File: src/rtl/led_pwm_fader.sv
// -----------------------------------------------------------------------------
// led_pwm_fader
//
// Drives every LED filament (red/green/blue of each color LED, plus each
// single-color LED) with an 8-bit PWM waveform. The period is 255 PWM ticks,
// and each tick is parm_pwm_prescale clocks long.
//
// Channel targets are sampled only at the period boundary. A duty change
// therefore never lands in the middle of a period, so the outputs are
// glitch-free.
//
// Optional feature macro: LED_PWM_FADE_EN
//   defined   - each duty slews toward its target by parm_fade_step per period
//   undefined - each duty jumps straight to its target at every boundary
// -----------------------------------------------------------------------------
module led_pwm_fader #(
  parameter  int parm_color_led_count = 4,
  parameter  int parm_basic_led_count = 4,
  parameter  int parm_pwm_prescale    = 16,
  parameter  int parm_fade_step       = 4,
  localparam int c_color_value_upper  = 8*parm_color_led_count-1,
  localparam int c_basic_value_upper  = 8*parm_basic_led_count-1
) (
  input  logic                            i_clk,
  input  logic                            i_srst,
  input  logic [c_color_value_upper:0]    i_color_led_red_value,
  input  logic [c_color_value_upper:0]    i_color_led_green_value,
  input  logic [c_color_value_upper:0]    i_color_led_blue_value,
  input  logic [c_basic_value_upper:0]    i_basic_led_lumin_value,
  output logic [parm_color_led_count-1:0] o_color_led_red,
  output logic [parm_color_led_count-1:0] o_color_led_green,
  output logic [parm_color_led_count-1:0] o_color_led_blue,
  output logic [parm_basic_led_count-1:0] o_basic_led,
  output logic                            o_period_strobe
);

  // Channel order: reds, then greens, then blues, then basic LEDs.
  localparam int c_cnum       = parm_color_led_count;
  localparam int c_chan_count = 3*c_cnum + parm_basic_led_count;

  localparam int                   c_presc_w    = (parm_pwm_prescale > 1) ? $clog2(parm_pwm_prescale) : 1;
  localparam logic [c_presc_w-1:0] c_presc_last = c_presc_w'(parm_pwm_prescale - 1);
  localparam logic [7:0]           c_pwm_last   = 8'd254;

  // Elaboration-time parameter sanity checks.
  if (parm_pwm_prescale < 1) begin : g_bad_prescale
    $error("led_pwm_fader: parm_pwm_prescale must be at least 1");
  end
  if (parm_fade_step < 1 || parm_fade_step > 255) begin : g_bad_fade_step
    $error("led_pwm_fader: parm_fade_step must be within 1..255");
  end

  logic [c_presc_w-1:0]    presc_q, presc_d;
  logic [7:0]              pwm_q, pwm_d;
  logic                    tick;
  logic                    boundary;
  logic                    strobe_q, strobe_d;
  logic [7:0]              in_value [c_chan_count];
  logic [7:0]              target_q [c_chan_count];
  logic [7:0]              target_d [c_chan_count];
  logic [7:0]              duty_q   [c_chan_count];
  logic [7:0]              duty_d   [c_chan_count];
  logic [c_chan_count-1:0] led_q, led_d;

`ifdef LED_PWM_FADE_EN
  // Moves duty one step toward target. It lands exactly on the target when
  // the target is within one step, so it never overshoots and never wraps.
  function automatic logic [7:0] fade_next(input logic [7:0] duty,
                                           input logic [7:0] target);
    logic signed [8:0] diff;
    logic        [8:0] mag;
    diff = $signed({1'b0, target}) - $signed({1'b0, duty});
    mag  = diff[8] ? $unsigned(-diff) : $unsigned(diff);
    if (mag <= 9'(parm_fade_step)) begin
      return target;
    end else if (diff[8]) begin
      return duty - 8'(parm_fade_step);
    end else begin
      return duty + 8'(parm_fade_step);
    end
  endfunction
`endif

  // Flatten the four packed input buses into one per-channel array.
  always_comb begin
    // NOTE: every always_comb output gets a default before any conditional
    // or partial assignment; a path that leaves a variable unassigned would
    // infer a latch.
    for (int ch = 0; ch < c_chan_count; ch++) begin
      in_value[ch] = '0;
    end
    for (int n = 0; n < c_cnum; n++) begin
      in_value[n]            = i_color_led_red_value[8*n +: 8];
      in_value[c_cnum + n]   = i_color_led_green_value[8*n +: 8];
      in_value[2*c_cnum + n] = i_color_led_blue_value[8*n +: 8];
    end
    for (int n = 0; n < parm_basic_led_count; n++) begin
      in_value[3*c_cnum + n] = i_basic_led_lumin_value[8*n +: 8];
    end
  end

  // Prescaler, PWM counter (0..254), and period-boundary detection.
  always_comb begin
    tick     = (presc_q == c_presc_last);
    boundary = tick && (pwm_q == c_pwm_last);
    presc_d  = tick ? '0 : presc_q + c_presc_w'(1);
    pwm_d    = pwm_q;
    if (tick) begin
      pwm_d = (pwm_q == c_pwm_last) ? 8'd0 : pwm_q + 8'd1;
    end
    strobe_d = boundary;
  end

  // Per-channel logic: latch the target and update the duty at the boundary;
  // otherwise compare the PWM counter against the duty.
  always_comb begin
    for (int ch = 0; ch < c_chan_count; ch++) begin
      target_d[ch] = target_q[ch];
      duty_d[ch]   = duty_q[ch];
      led_d[ch]    = (pwm_q < duty_q[ch]);
      if (boundary) begin
        target_d[ch] = in_value[ch];
`ifdef LED_PWM_FADE_EN
        duty_d[ch]   = fade_next(duty_q[ch], in_value[ch]);
`else
        duty_d[ch]   = in_value[ch];
`endif
      end
    end
  end

  // State registers with synchronous active-high reset.
  always_ff @(posedge i_clk) begin
    // NOTE: sequential state uses non-blocking assignments, so every register
    // samples the pre-edge value of every other register.
    if (i_srst) begin
      presc_q  <= '0;
      pwm_q    <= '0;
      // NOTE: the per-channel arrays are ordinary flops, not RAM. They are
      // cleared here so that every LED starts dark and every fade starts at 0.
      target_q <= '{default: '0};
      duty_q   <= '{default: '0};
      led_q    <= '0;
      strobe_q <= 1'b0;
    end else begin
      presc_q  <= presc_d;
      pwm_q    <= pwm_d;
      target_q <= target_d;
      duty_q   <= duty_d;
      led_q    <= led_d;
      strobe_q <= strobe_d;
    end
  end

  assign o_color_led_red   = led_q[c_cnum-1:0];
  assign o_color_led_green = led_q[2*c_cnum-1:c_cnum];
  assign o_color_led_blue  = led_q[3*c_cnum-1:2*c_cnum];
  assign o_basic_led       = led_q[c_chan_count-1:3*c_cnum];
  assign o_period_strobe   = strobe_q;

endmodule

File: config.mk
export PLATFORM = sky130hd
export DESIGN_NAME = led_pwm_fader
export DESIGN_NICKNAME = d
export VERILOG_FILES = /design/src/rtl/led_pwm_fader.sv
export SDC_FILE = /design/constraint.sdc
export NUM_CORES = 1
export LEC_CHECK = 0
export CAP_MARGIN = 10
export CELL_PAD_IN_SITES_DETAIL_PLACEMENT = 1
export CELL_PAD_IN_SITES_GLOBAL_PLACEMENT = 1
export CORE_UTILIZATION = 42
export DETAILED_ROUTE_END_ITERATION = 7
export GPL_TIMING_DRIVEN = 1
export PLACE_DENSITY_LB_ADDON = 0.08
export SYNTH_ARGS = -nofsm -noshare
export SYNTH_HDL_FRONTEND = slang
export SYNTH_SLANG_ARGS = --single-unit
File: constraint.sdc
create_clock -name i_clk -period 2.45 [get_ports i_clk]
set_clock_uncertainty 0.1 [all_clocks]
set_input_delay 0.735 -clock i_clk [delete_from_list [all_inputs] [get_ports i_clk]]
set_output_delay 0.735 -clock i_clk [all_outputs]
set_load 0.1 [all_outputs]
Word-level counts from Yosys, hierarchy flattened

Index checks and enable logic that the tools add are counted.

Logic and storage cells: 43
Bits in registers: 157

$lt $le $gt $ge: 16
Multiplexer cells: 1
Reduce and logical (&&, ||, !) cells: 2
Add/subtract/negate cells: 2
Eq/ne operators: 2

Operator list:

| cell                                         | number |
|---|---|
| < comparator 8 bit                           | 16 |
| adder 8 x 1 -> 8 bit (second input constant) | 1 |
| == test 8 bit (second input constant)        | 1 |
| 2-to-1 mux 8 bit                             | 1 |
| adder 4 x 1 -> 4 bit (second input constant) | 1 |
| == test 4 bit (second input constant)        | 1 |
| OR reduction 2 bit                           | 1 |
| logical AND 1 bit                            | 1 |

Logic depth before layout (Yosys ltp)

Word-level depth: 2
Depth in mapped cells: 8

Worst setup path before layout

No wires, ideal clock.

Path kind: register -> register
From: register pwm_q[1]
To: register duty_q[100] in the netlist's numbering
Data required time: 2.278 ns
Arrival: 1.948 ns
Buffers on the path: 2
Path slack: 0.330 ns
Stages on the path, launching flop included: 7
Library setup time: 0.072 ns
Cells stage by stage: dfxtp_1 -> ha_1 -> nand2_1 -> nor3_2 -> buf_6 -> buf_6 -> mux2i_1

Word-level cells in the longest chain between the ends: 2

RTL lines:

| item                   | RTL line | source |
|---|---|---|
| start, declared        | 54       | `logic [7:0] pwm_q, pwm_d;` |
| start signal, assigned | 147      | `pwm_q <= pwm_d;` |
| == test 8 bit          | 105      | `boundary = tick && (pwm_q == c_pwm_last);` |
| logical AND 1 bit      | 105      |  |
| end signal, assigned   | 149      | `duty_q <= duty_d;` |
| end, declared          | 61       | `logic [7:0] duty_q [c_chan_count];` |

Every way passes these cells.
A chain may end at the register's enable or synchronous reset.

Worst setup path after layout

From: register pwm_q[1]
To: register duty_q[48] in the netlist's numbering

The elaborated chain is that of the path after synthesis.

==> flow_summary.toml <==
[cells_and_area]
fillCellCount = 2536
final_nets = 1425
stdcell_area_sq_um = 11880
multi_input_comb_area_sq_um = 5618
seqCellArea_sq_um = 3143
n_antenna_cell = 0
area_growth_pct = 25.28
drive_above_1_share_pct = 6.454

[grt]
antenna_found_initial = 0
grt-ovfl-total = 0
grtUsageTotal_pct = 20.62
grt_first_pass_wirelength_um = 38650
grt_max_degree = 111
grt_pass1_vias = 7940

[cts]
cts_buffers = 17
cts_tree = "yes"
root_buffer = "clkbuf_16"
cts_hold_repair.buffers = 0
htree_levels = 4
path_clk_slew_ns = 0.07
clockBufferDepth = 2
clk_latency_ns = 0.42
postCtsSetupRepairBufs = 0
cts_sinks = 157
cts.repair.resized = 0

[worst_setup_path]
end_kind = "register"
crit_fanout = 69
cp-start-kind = "register"
cp.arrival_ns = 2.47
cp.required_ns = 2.70
worstSetupPathType = "register to register"

[synth]
synth_warnings = 0
ys_async_sr_fraction_pct = 0
synth_edf_count = 0
synthesis.area_sq_um = 9482
ys.flop_type = "dfxtp_1"
netlist_top_cells_count = "nand2b_1, dfxtp_1, mux2i_1"
synth_top_area_share_pct = 33.15
seq_area_frac_synth_pct = 33.15
yosysTopAreaCell = "dfxtp_1"
synthCells = 1038
ys_ff_latch = 157
synthDistinctLibCells = 35
synthesis.nets = 1283
yosys-top-cells-area = "dfxtp_1, nand2b_1, ha_1"
yosys.cell_count.top_type = "nand2b_1"
avgSynthCellArea_sq_um = 9.134

[sta]
period_minus_slack_ns = 2.224
worstMarginPinSlew_ns = 0.6497
slew_headroom_pct = 55.56
clock.fmax_mhz = 449.7
final-hold-violation-count = 0
rsz0062_at_grt = "false"
finalMaxSlewViolations = 0
post-route-period-util_pct = 90.76
finalSetupTns_ns = 0
setup_violations = 0

[pwr]
power_density_nw_per_um2 = 527.2
ir_worst_vdd_mv = 0.3206
cellLeakagePower_nw = 4.216

[detailed_routing]
drt-wirelength-per-cell_um = 15.77
first_iter_violations = 223
dr.pass1.iters = 6
num_vias = 7473
avgViaCountPerCell = 5.073
drc_errors = 11
ant_nets = 0
postRouteWirelength_um = 23230

[run_status]
violations = "DRC"
outcome = "finished, violations left"

[place]
place_congestion = 0.7854
place_area_sq_um = 11240
port_buffers = 146
hpwlAfterDp_um = 16110

[floorplan]
num_rows = 54
initial_core_util_pct = 43.18
chipHeight_um = 152.3
die_w_um = 152.3
die-area_sq_um = 23180
core_sq_um = 21960
ios = 147

[flow_run]
maxCapViolations = 0

[hold_path]
hold_class = "register to register"
registers in the layout, summed over array words and instances, names as in the netlist:
signal and count:
presc_q 4, duty_q 128, led_q 16, pwm_q 8, o_period_strobe 1
cell families (layout without fill, tap and decap cells):
group                      Yosys count  after routing  share of synthesized area [%]
AOI/OAI and AO/OA                  100            100                          6.730
and+or+nand+nor                    371            371                          23.67
adders and majority gates          115            115                          15.18
buffers and inverters              166            321                          7.667
DFF                                157            157                          33.15
xor gates and xnor gates             1              1                        0.09239
muxes                              128            128                          13.51
layout by cell type (no fill, tap or decap), types with 6 or more instances in the layout:
| cell type | count |
|---|---|
| a21oi_1 | 25 |
| dfxtp_1 | 157 |
| o21ai_0 | 36 |
| nand2b_1 | 257 |
| nor2_1 | 19 |
| buf_12 | 6 |
| nand2_1 | 8 |
| nor3_1 | 32 |
| buf_4 | 37 |
| o2111ai_1 | 15 |
| nand3_1 | 6 |
| clkdlybuf4s50_1 | 128 |
| nor2b_1 | 16 |
| mux2i_1 | 128 |
| a2111oi_0 | 15 |
| clkbuf_16 | 17 |
| ha_1 | 115 |
| inv_1 | 117 |
| nor3b_1 | 18 |
final timing paths:
| kind | cells past startpoint | slack (ns) | from | endpoint |
|---|---|---|---|---|
| worst min-delay path | 2 | 0.37 | duty_q[13]$_SDFFE_PP0P_ | duty_q[13]$_SDFFE_PP0P_ |
| worst min register to register | 2 | 0.37 | duty_q[13]$_SDFFE_PP0P_ | duty_q[13]$_SDFFE_PP0P_ |
| worst max-delay path | 6 | 0.23 | pwm_q[1]$_SDFFE_PP0N_ | duty_q[48]$_SDFFE_PP0P_ |
| worst max register to register | 6 | 0.23 | pwm_q[1]$_SDFFE_PP0N_ | duty_q[48]$_SDFFE_PP0P_ |
per-stage QoR:
step	total power, W	utilization [%]	std cells	setup slack (ns)	hold slack [ns]
2_1_floorplan	0.003114	-	1038	0.3303	0.3439
3_3_place_gp	0.003465	51.19	1441	0.2965	0.3548
3_5_place_dp	0.003473	51.19	1441	0.2396	0.3621
4_1_cts	0.006339	54.10	1473	0.2389	0.3783
5_1_grt	0.006498	54.10	1473	0.1183	0.3878
6_report	0.006262	54.10	1473	0.2264	0.3739
layer usage:
metal,GRT usage (%),vias to the layer above,share of wire (%)
li1,-,3765,-
met1,26.28,3589,47
met5,0,-,0
met3,3.242,14,2.6
met2,36.38,105,49
met4,4.713,0,0.90
report_power, final:
part	switching, W	internal (W)
sequential	0.0000215	0.00258
clock	0.00113	0.00173
combinational	0.000409	0.000397
total	0.00156	0.00471
layout make-up:
type	instances	area share (%)
tap	280	2.949
inverter	117	3.697
timing repair buffer	172	14.23
clock buffer	21	4.045
multi-input combinational	715	47.29
clock inverter	11	1.327
sequential	157	26.46
worst max-delay path: stages, from the launching register on:
cell and delay, ns:
dfxtp_1 0.37, buf_12 0.20, ha_1 0.26, nand2_1 0.13, nor3_4 0.30, buf_12 0.41
mux2i_1 0.26
Note: power is estimated with default switching activity, not from simulation.
